<file path="src/rtl/inst_encoder_pkg.sv">
// Shared types for the RV32I instruction encoder: the machine word, the ISA
// opcode constants, the instruction format enum, the output-buffer states and
// opcode -> format helpers.
package inst_encoder_pkg;

  localparam int unsigned XLEN  = 32;
  localparam int unsigned OPC_W = 7;

  typedef logic [XLEN-1:0] word_t;

  localparam logic [OPC_W-1:0] ISA_OPCODE_LOAD     = 7'b0000011;
  localparam logic [OPC_W-1:0] ISA_OPCODE_OP_IMMED = 7'b0010011;
  localparam logic [OPC_W-1:0] ISA_OPCODE_AUIPC    = 7'b0010111;
  localparam logic [OPC_W-1:0] ISA_OPCODE_STORE    = 7'b0100011;
  localparam logic [OPC_W-1:0] ISA_OPCODE_OP       = 7'b0110011;
  localparam logic [OPC_W-1:0] ISA_OPCODE_LUI      = 7'b0110111;
  localparam logic [OPC_W-1:0] ISA_OPCODE_BRANCH   = 7'b1100011;
  localparam logic [OPC_W-1:0] ISA_OPCODE_JALR     = 7'b1100111;
  localparam logic [OPC_W-1:0] ISA_OPCODE_JAL      = 7'b1101111;

  typedef enum logic [2:0] {FMT_R, FMT_I, FMT_S, FMT_B, FMT_U, FMT_J} inst_fmt_t;

  typedef enum logic [1:0] {BUF_EMPTY, BUF_ONE, BUF_TWO} buf_state_t;

  // Unknown opcodes fall back to the R layout (raw field pass-through).
  function automatic inst_fmt_t opcode_fmt(input logic [OPC_W-1:0] opcode);
    inst_fmt_t fmt;
    case (opcode)
      ISA_OPCODE_LOAD, ISA_OPCODE_OP_IMMED, ISA_OPCODE_JALR: fmt = FMT_I;
      ISA_OPCODE_STORE:                                      fmt = FMT_S;
      ISA_OPCODE_BRANCH:                                     fmt = FMT_B;
      ISA_OPCODE_LUI, ISA_OPCODE_AUIPC:                      fmt = FMT_U;
      ISA_OPCODE_JAL:                                        fmt = FMT_J;
      default:                                               fmt = FMT_R;
    endcase
    return fmt;
  endfunction

  function automatic logic opcode_known(input logic [OPC_W-1:0] opcode);
    logic known;
    case (opcode)
      ISA_OPCODE_LOAD, ISA_OPCODE_OP_IMMED, ISA_OPCODE_AUIPC, ISA_OPCODE_STORE,
      ISA_OPCODE_OP, ISA_OPCODE_LUI, ISA_OPCODE_BRANCH, ISA_OPCODE_JALR,
      ISA_OPCODE_JAL: known = 1'b1;
      default:        known = 1'b0;
    endcase
    return known;
  endfunction

endpackage

</file>
<file path="src/rtl/inst_encoder_immed_pack.sv">
// Combinational immediate packer: classifies the opcode into an instruction
// format and scatters the immediate into that format's bit positions (all
// other bits 0). Out-of-range immediates are silently truncated.
// Ports:
//   i_opcode    in  7   opcode field
//   i_immed     in  32  sign-extended immediate
//   o_fmt       out 3   instruction format
//   o_imm_bits  out 32  immediate placed in instruction bit positions
//   o_err       out 1   immediate not representable / unknown opcode
//                       (present only with INST_ENCODER_RANGE_CHECK_EN)
module inst_encoder_immed_pack
  import inst_encoder_pkg::*;
(
  input  logic [6:0]  i_opcode,
  input  logic [31:0] i_immed,
  output inst_fmt_t   o_fmt,
  output logic [31:0] o_imm_bits
`ifdef INST_ENCODER_RANGE_CHECK_EN
  ,
  output logic        o_err
`endif
);

  inst_fmt_t w_fmt;

  assign w_fmt = opcode_fmt(i_opcode);
  assign o_fmt = w_fmt;

  // Immediate scatter per format.
  always_comb begin
    o_imm_bits = '0;
    case (w_fmt)
      FMT_I: o_imm_bits[31:20] = i_immed[11:0];
      FMT_S: begin
        o_imm_bits[31:25] = i_immed[11:5];
        o_imm_bits[11:7]  = i_immed[4:0];
      end
      FMT_B: begin
        o_imm_bits[31]    = i_immed[12];
        o_imm_bits[7]     = i_immed[11];
        o_imm_bits[30:25] = i_immed[10:5];
        o_imm_bits[11:8]  = i_immed[4:1];
      end
      FMT_U: o_imm_bits[31:12] = i_immed[31:12];
      FMT_J: begin
        o_imm_bits[31]    = i_immed[20];
        o_imm_bits[19:12] = i_immed[19:12];
        o_imm_bits[20]    = i_immed[11];
        o_imm_bits[30:21] = i_immed[10:1];
      end
      default: ;
    endcase
  end

`ifdef INST_ENCODER_RANGE_CHECK_EN
  // Representable iff the bits above the field are a pure sign run.
  always_comb begin
    o_err = 1'b0;
    case (w_fmt)
      FMT_I, FMT_S: o_err = (|i_immed[31:11]) && !(&i_immed[31:11]);
      FMT_B:        o_err = ((|i_immed[31:12]) && !(&i_immed[31:12])) || i_immed[0];
      FMT_J:        o_err = ((|i_immed[31:20]) && !(&i_immed[31:20])) || i_immed[0];
      FMT_U:        o_err = |i_immed[11:0];
      default:      o_err = !opcode_known(i_opcode);
    endcase
  end
`endif

endmodule

</file>
<file path="src/rtl/inst_encoder.sv">
// RV32I instruction encoder for the debug/boot injection path. Merges register
// and funct fields with the packed immediate and delivers words through a
// 2-entry FIFO with valid/ready on both sides; counts delivered words.
// Optional: INST_ENCODER_RANGE_CHECK_EN enables out_err range checking;
// without it out_err is tied 0.
// Ports:
//   clk, rst_n                       clock, async active-low reset
//   in_valid/in_ready                request handshake (in_ready registered)
//   in_opcode/rd/rs1/rs2/funct3/funct7/immed   request fields
//   out_valid/out_ready              result handshake
//   out_inst, out_err                encoded word and range error
//   inst_cnt                         wrapping count of output handshakes
module inst_encoder
  import inst_encoder_pkg::*;
#(
  parameter int unsigned CNT_W = 16
) (
  input  logic             clk,
  input  logic             rst_n,
  input  logic             in_valid,
  output logic             in_ready,
  input  logic [6:0]       in_opcode,
  input  logic [4:0]       in_rd,
  input  logic [4:0]       in_rs1,
  input  logic [4:0]       in_rs2,
  input  logic [2:0]       in_funct3,
  input  logic [6:0]       in_funct7,
  input  logic [31:0]      in_immed,
  output logic             out_valid,
  input  logic             out_ready,
  output logic [31:0]      out_inst,
  output logic             out_err,
  output logic [CNT_W-1:0] inst_cnt
);

  // Buffer payload carries the error bit only when it can be nonzero.
`ifdef INST_ENCODER_RANGE_CHECK_EN
  localparam int unsigned PAY_W = XLEN + 1;
`else
  localparam int unsigned PAY_W = XLEN;
`endif

  inst_fmt_t        w_fmt;
  word_t            w_imm_bits;
  word_t            w_enc;
  logic [PAY_W-1:0] w_pay;
  logic             w_push;
  logic             w_pop;

  buf_state_t       r_state;
  buf_state_t       w_state_nxt;
  logic [PAY_W-1:0] r_head;
  logic [PAY_W-1:0] r_tail;
  logic [PAY_W-1:0] w_head_nxt;
  logic [PAY_W-1:0] w_tail_nxt;
  logic             r_out_valid;
  logic             w_out_valid_nxt;
  logic             r_in_ready;
  logic             w_in_ready_nxt;
  logic [CNT_W-1:0] r_cnt;

`ifdef INST_ENCODER_RANGE_CHECK_EN
  logic w_err;

  inst_encoder_immed_pack u_immed_pack (
    .i_opcode   (in_opcode),
    .i_immed    (in_immed),
    .o_fmt      (w_fmt),
    .o_imm_bits (w_imm_bits),
    .o_err      (w_err)
  );

  assign w_pay   = {w_err, w_enc};
  assign out_err = r_head[XLEN];
`else
  inst_encoder_immed_pack u_immed_pack (
    .i_opcode   (in_opcode),
    .i_immed    (in_immed),
    .o_fmt      (w_fmt),
    .o_imm_bits (w_imm_bits)
  );

  assign w_pay   = w_enc;
  assign out_err = 1'b0;
`endif

  // Field merge: place rd/rs/funct per format; unused fields stay 0.
  always_comb begin
    w_enc = '0;
    case (w_fmt)
      FMT_I:        w_enc = w_imm_bits | {12'b0, in_rs1, in_funct3, in_rd, in_opcode};
      FMT_S, FMT_B: w_enc = w_imm_bits | {7'b0, in_rs2, in_rs1, in_funct3, 5'b0, in_opcode};
      FMT_U, FMT_J: w_enc = w_imm_bits | {20'b0, in_rd, in_opcode};
      default:      w_enc = {in_funct7, in_rs2, in_rs1, in_funct3, in_rd, in_opcode};
    endcase
  end

  assign w_push = in_valid && r_in_ready;
  assign w_pop  = r_out_valid && out_ready;

  // Buffer FSM next state; head is always the word presented on out_inst.
  always_comb begin
    w_state_nxt     = r_state;
    w_head_nxt      = r_head;
    w_tail_nxt      = r_tail;
    w_out_valid_nxt = r_out_valid;
    w_in_ready_nxt  = r_in_ready;
    case (r_state)
      BUF_EMPTY: begin
        if (w_push) begin
          w_state_nxt = BUF_ONE;
          w_head_nxt  = w_pay;
        end
      end
      BUF_ONE: begin
        case ({w_push, w_pop})
          2'b11: w_head_nxt = w_pay;
          2'b10: begin
            w_state_nxt = BUF_TWO;
            w_tail_nxt  = w_pay;
          end
          2'b01: w_state_nxt = BUF_EMPTY;
          default: ;
        endcase
      end
      BUF_TWO: begin
        // in_ready is low here, so only a pop can happen.
        if (w_pop) begin
          w_state_nxt = BUF_ONE;
          w_head_nxt  = r_tail;
        end
      end
      default: w_state_nxt = BUF_EMPTY;
    endcase
    w_out_valid_nxt = (w_state_nxt != BUF_EMPTY);
    w_in_ready_nxt  = (w_state_nxt != BUF_TWO);
  end

  // Buffer state and registered handshake outputs.
  always_ff @(posedge clk or negedge rst_n) begin
    if (!rst_n) begin
      r_state     <= BUF_EMPTY;
      r_head      <= '0;
      r_tail      <= '0;
      r_out_valid <= 1'b0;
      r_in_ready  <= 1'b1;
    end else begin
      r_state     <= w_state_nxt;
      r_head      <= w_head_nxt;
      r_tail      <= w_tail_nxt;
      r_out_valid <= w_out_valid_nxt;
      r_in_ready  <= w_in_ready_nxt;
    end
  end

  // Delivered-instruction counter, wraps naturally.
  always_ff @(posedge clk or negedge rst_n) begin
    if (!rst_n) begin
      r_cnt <= '0;
    end else if (w_pop) begin
      r_cnt <= r_cnt + CNT_W'(1);
    end
  end

  assign in_ready  = r_in_ready;
  assign out_valid = r_out_valid;
  assign out_inst  = r_head[XLEN-1:0];
  assign inst_cnt  = r_cnt;

endmodule

</file>
<file path="config.mk">
export PLATFORM = sky130hd
export DESIGN_NAME = inst_encoder
export DESIGN_NICKNAME = d
export VERILOG_FILES = /design/src/rtl/inst_encoder_pkg.sv /design/src/rtl/inst_encoder_immed_pack.sv /design/src/rtl/inst_encoder.sv
export SDC_FILE = /design/constraint.sdc
export NUM_CORES = 1
export LEC_CHECK = 0
export BUFFER_PORTS_ARGS = -buffer_cell sky130_fd_sc_hd__buf_4
export CORE_MARGIN = 3
export CORE_UTILIZATION = 51
export CTS_BUF_LIST = sky130_fd_sc_hd__clkbuf_2 sky130_fd_sc_hd__clkbuf_4 sky130_fd_sc_hd__clkbuf_8
export CTS_CLUSTER_SIZE = 24
export DETAILED_ROUTE_END_ITERATION = 7
export GPL_ROUTABILITY_DRIVEN = 0
export MAX_ROUTING_LAYER = met4
export PLACE_DENSITY_LB_ADDON = 0.05
export REMOVE_ABC_BUFFERS = 1
export SKIP_LAST_GASP = 1
export SYNTH_ARGS = -nofsm -noshare
export SYNTH_HDL_FRONTEND = slang
export SYNTH_HIERARCHICAL = 1
export SYNTH_SLANG_ARGS = --single-unit
</file>
<file path="constraint.sdc">
create_clock -name clk -period 1.7 [get_ports clk]
set_input_delay 0.17 -clock clk [delete_from_list [all_inputs] [get_ports clk]]
set_output_delay 0.17 -clock clk [all_outputs]
set_load 0.05 [all_outputs]
</file>
Yosys cells after proc, flatten, opt, wreduce, memory -nomap -nowiden
Index checks and enable logic that the tools add are counted.
{ "totals": {"elab_cells": 58, "output_inout_bits": 51, "input_bits": 68, "regBits": 84} }
{ "classes": {"n_addsub": 1, "n_mux": 14, "n_eq_ne": 22, "reduce_logical": 12, "bitwise": 3} }
{ "ops": {"columns": ["cell", "count"], "rows": [
  ["$pmux 32 s3", 2],
  ["$mux 32", 3],
  ["$or 32x12->32", 1],
  ["$or 32x20->32", 1],
  ["$or 32x25->32", 1],
  ["$pmux 7 s4", 1],
  ["$eq 7x7->1 const B", 3],
  ["$add 16x1->16 const B", 1],
  ["$pmux 3 s5", 1],
  ["$pmux 5 s3", 1],
  ["$eq 7x5->1 const B", 2],
  ["$eq 7x6->1 const B", 2],
  ["$pmux 5 s2", 1],
  ["$mux 8", 1],
  ["$reduce_or 2->1", 4],
  ["$eq 7x2->1 const B", 1],
  ["$eq 2x2->1 const B", 3],
  ["$eq 3x2->1 const B", 2],
  ["$eq 3x3->1 const B", 2],
  ["$ne 2x2->1 const B", 3],
  ["$pmux 2 s3", 1],
  ["$eq 2x1->1 const B", 2],
  ["$mux 2", 2],
  ["$pmux 2 s2", 1],
  ["other kinds (9)", 10]
]} }

Logic depth before layout (Yosys ltp)
{ "logic_depth": {"depth_word": 10, "depth_mapped": 11, "mapped_depth_nobuf": 8} }

Modules after synthesis
Netlist, hierarchy kept.
{ "modules_own_cells": {"columns": ["mod", "seq_area_each_um2", "cells_each", "area_each_um2", "n_inst"], "rows": [
  ["inst_encoder", 2103.3, 472, 4571.9, 1],
  ["inst_encoder_immed_pack", 0.0, 66, 504.2, 1]
]} }

Least setup slack after synthesis
No wires, ideal clock.
{ "synth_path": {"path_kind": "input to register", "start": "in in_opcode[6]", "end": "reg r_head[25] (netlist: out_inst[25])", "arrival_time_ns": 1.893, "cell_stages": 8, "setup_time_ns": 0.125, "path_buffers": 2, "path_slack_ns": -0.317, "required_ns": 1.575, "cell_sequence": "buf_6 > or3b_4 > a21oi_4 > clkbuf_1 > nor2b_1 > a221oi_2 > a21oi_1 > mux2_2"} }
{ "synth_via": {"elab_chain_len": 10, "elab_cells_between_ends": 27, "cone_classes": "eq/ne (13); mux (6); bitwise (3); reduce/logical (5)"} }
{ "synth_lines": {"columns": ["element", "line_no", "rtl"], "rows": [
  ["start, declared", "inst_encoder.sv:22", "input logic [6:0] in_opcode,"],
  ["$eq 7x2->1 (tied with other cells)", "inst_encoder_pkg.sv:28", "case (opcode)"],
  ["$reduce_or 3->1 / $reduce_or 2->1 (equally long branches)", "inst_encoder_pkg.sv:28", null],
  ["$pmux 3 s5 (*)", "inst_encoder_pkg.sv:28", null],
  ["net w_fmt[2]", "inst_encoder.sv:43", "inst_fmt_t w_fmt;"],
  ["$eq 3x1->1 / $eq 3x2->1 (equally long branches)", "inst_encoder_immed_pack.sv:32, inst_encoder.sv:90", null],
  ["$reduce_or 2->1 (no line)", null, null],
  ["$pmux 7 s4", "inst_encoder_immed_pack.sv:32", "case (w_fmt)"],
  ["$or 32x12->32 (tied with other cells)", "inst_encoder.sv:93", "FMT_U, FMT_J: w_enc = w_imm_bits | {20'b0, in_rd, in_opcode};"],
  ["$pmux 32 s3 (*)", "inst_encoder.sv:90", "case (w_fmt)"],
  ["$mux 32, on equally long branches", "inst_encoder.sv:116, inst_encoder.sv:110", null],
  ["$pmux 32 s3 (*)", "inst_encoder.sv:108", "case (r_state)"],
  ["end signal, assigned", "inst_encoder.sv:149", "r_head <= w_head_nxt;"],
  ["end, declared", "inst_encoder.sv:52", "logic [PAY_W-1:0] r_head;"]
]} }
The timed path passes the listed nets; every way through them passes the cells marked *. The select of a mux whose other input is x is not followed.
A chain may end at the register's enable or synchronous reset.

Worst setup path in the final report
{ "layout_path": {"start": "in in_opcode[4]", "end": "reg r_head[31] (netlist: out_inst[31])"} }
Same word-level chain as after synthesis.

==> results.sh <==
export IMPL_status="finished with violations"
export IMPL_violations="negative setup slack"
export IMPL_wl_mm=14.9
export IMPL_io_pins=119
export IMPL_setup_tns_ns=-0.349
export IMPL_drc_errors=0
export IMPL_antenna_left=0
export IMPL_powerDensity_nw_per_um2=1410
export IMPL_drt_iter0_markers=251
export IMPL_grt_pass1_wl_mm=22.5
export IMPL_initial_core_util_pct=53.7
export IMPL_die_area_sq_um=11200
export IMPL_crit_fanout=7
export IMPL_cp_arrival_ns=2.04
export IMPL_core_area_sq_um=9460
export IMPL_yosys_top_cells_count="83 x dfrtp_1, 80 x nand2_1, 36 x nor2_1"
export IMPL_place_ws_ns=-0.467
export IMPL_cts_root_buffer="clkbuf_8"
export IMPL_wl_per_cell_um=17.8
export IMPL_slew_violations=0
export IMPL_power_total_mw=10.1
export IMPL_setup_viol_count_final=8
export IMPL_hold_class="input port to flip-flop"
export IMPL_clkSlewWorstSetupHoldPaths_ns=0.10
export IMPL_drive_gt1_share_pct=40.5
export IMPL_max_cap_violations=0
export IMPL_cts_tree="yes"
export IMPL_synth_top_area_share_pct=40.9
export IMPL_final_net_count=770
export IMPL_critPathRequiredTime_ns=1.95
export IMPL_leakagePower_nw=3.22
export IMPL_synth_cells=538
export IMPL_via_per_inst=5.79
export IMPL_synth_edf_count=0
export IMPL_clock_skew_ns=0.0111
export IMPL_cp_end_kind="flip-flop"
export IMPL_relSlewSlack_pct=54.5
export IMPL_whs_path_depth=3
export IMPL_ys_warnings_count=6
export IMPL_max_freq_mhz=559
export IMPL_numPortBuffers=117
export IMPL_finalHoldViolCount=0
export IMPL_place_hpwl_mm=9.22
export IMPL_synth_ff_type="dfrtp_1"
export IMPL_ys_ff_latch=84
export IMPL_vias=4835
export IMPL_ys_top_cells_by_area="dfrtp_1 41%, nand2_1 5.9%, nor2_1 2.7%, o21ai_0 2.7%, nand2b_1 2.6%"
export IMPL_die_height_um=106
export IMPL_async_flop_share_pct=100
export IMPL_gr_total_overflow=0
export IMPL_die_w_um=106
export IMPL_yosysUniqueCellTypes=62
export IMPL_avgSynthCellArea_sq_um=9.44
export IMPL_rsz0062_at_grt="true"
export IMPL_utilization_pct=76.0
export IMPL_yosysTopAreaCell="dfrtp_1"
export IMPL_yosysMostFrequentCell="dfrtp_1"
export IMPL_antenna_found_initial=0
export IMPL_reg2reg_depth=6
export IMPL_grt_pass1_vias=4592
export IMPL_fillerInstances=679
export IMPL_track_usage_pct=25.2
export IMPL_clock_sinks=84
export IMPL_clkLatencyLatePin_ns=0.36
export IMPL_cts_htree_levels=3
export IMPL_synth_seq_area_share_pct=41.4
export IMPL_numCtsBuffers=9
export IMPL_num_rows=35
export IMPL_grt_max_degree=85
export IMPL_setup_ws_ns=-0.0902
export IMPL_crit_path_start_kind="input port"
export IMPL_period_minus_slack_ns=1.79
export IMPL_finalCritPeriodShare_pct=105
export IMPL_synth_area_sq_um=5080
export IMPL_irDropWorstVdd_mv=0.858
export IMPL_worst_pin_slew_ns=0.673
export IMPL_n_antenna_cell=0
export IMPL_drt_first_pass_iters=5
export IMPL_area_growth_pct=41.5
export IMPL_critPathKind="input port to flip-flop"
export IMPL_cts_buffer_depth=2
-- power by group --
part	internal, mW	switching [mW]
registers	2.83	0.550
clock network	0.704	0.838
logic	1.99	3.22
total	5.53	4.61
-- worst max-delay path: stages --
cell	delay [ns]
buf_8	0.10
nand2b_4	0.14
nor4_4	0.37
buf_12	0.18
buf_4	0.12
mux2_4	0.29
a221oi_2	0.27
a21oi_1	0.12
mux2_4	0.26
-- per-layer routing --
| layer | vias up | routed length [um] | global-route usage, % | share of wire, % |
|---|---|---|---|---|
| met5 | - | 0 | - | 0 |
| met4 | 0 | 229 | 6.57 | 1.5 |
| met3 | 22 | 904 | 4.90 | 6.1 |
| met2 | 181 | 7360 | 39.7 | 49 |
| met1 | 2369 | 6390 | 33.6 | 43 |
| li1 | 2263 | - | - | - |
-- registers in the layout, summed over array words and instances (netlist names) --
signal,flops
inst_cnt,16
r_state,2
out_inst,32
r_tail,32
out_valid,1
in_ready,1
-- through the flow --
stage / instances / cell area (sq um) / hold slack [ns]
6_report: 835 / 7180 / 0.120
5_1_grt: 835 / 7180 / 0.117
4_1_cts: 814 / 6620 / 0.0959
3_5_place_dp: 794 / 6340 / 0.239
3_3_place_gp: 794 / 6340 / 0.242
2_1_floorplan: 495 / 4800 / -0.126
-- cells in the final DEF, fill, tap and decap left out, drive strengths merged, types with 4 or more instances in the layout --
master  Yosys  layout
a311oi      8       8
a311o       8       8
o211ai      5       5
nor4        4       4
inv         5       9
dfrtp      83      83
o21ai      27      27
a22o       11      11
nand2      81      81
and2       15      15
nor3        4       4
clkbuf     14      13
or4         5       5
nand2b     21      21
a21boi      6       6
nor2       37      37
nand3       5       5
o21a        5       5
xnor2      10      10
nor4b       7       7
conb        2       8
a21oi      28      28
a41oi       7       7
nor2b       9       9
xor2        5       5
buf        35     190
a31oi      15      15
mux2i      12      12
o221ai      5       5
mux2       14      14
a21o       13      13
nand4       4       4
a221oi     12      12
-- kinds of logic (layout without fill, tap and decap cells) --
| logic type | after synthesis | after routing | share of synthesized area (%) |
|---|---|---|---|
| AOI/OAI and AO/OA | 154 | 154 | 23.3 |
| and+or+nand+nor | 202 | 202 | 20.4 |
| other | 2 | 8 | 0.148 |
| adders and majority gates | 1 | 1 | 0.246 |
| muxes | 26 | 26 | 5.69 |
| buffers and inverters | 54 | 216 | 6.24 |
| xor gates and xnor gates | 15 | 15 | 2.59 |
| DFF | 84 | 84 | 41.4 |
-- final timing paths --
path | to | slack, ns | start
setup / recovery | out_inst[31] | -0.09 | in_opcode[4]
hold / removal | out_valid | 0.12 | in_valid
setup reg to reg | out_inst[21] | -0.01 | r_state[0]
hold reg to reg | r_tail[24] | 0.48 | r_tail[24]
max in group asynchronous | in_ready | 0.95 | rst_n
min in group asynchronous | out_inst[13] | 0.37 | rst_n
-- what timing repair did --
| item | CTS | global route |
|---|---|---|
| buffers inserted | 2 | 18 |
| endpoints found under the setup margin | 25 | 41 |
| pin swaps | 1 | 25 |
| gates resized for setup | 11 | 66 |
| endpoints found under the hold margin | 83 | 0 |
| gates cloned | 1 | 4 |
| hold buffers | 1 | 0 |
-- cell type report --
class | instances | area (sq um) | share of cell area [%]
inverters | 5 | 18.8 | 0.261
clock inverters | 7 | 80.1 | 1.11
multi-input cells | 406 | 2980 | 41.5
clock buffers | 9 | 124 | 1.72
repair buffers | 195 | 1720 | 23.9
well taps | 129 | 161 | 2.25
flip-flops and latches | 84 | 2100 | 29.3
Power figures use the tool's default switching activity.
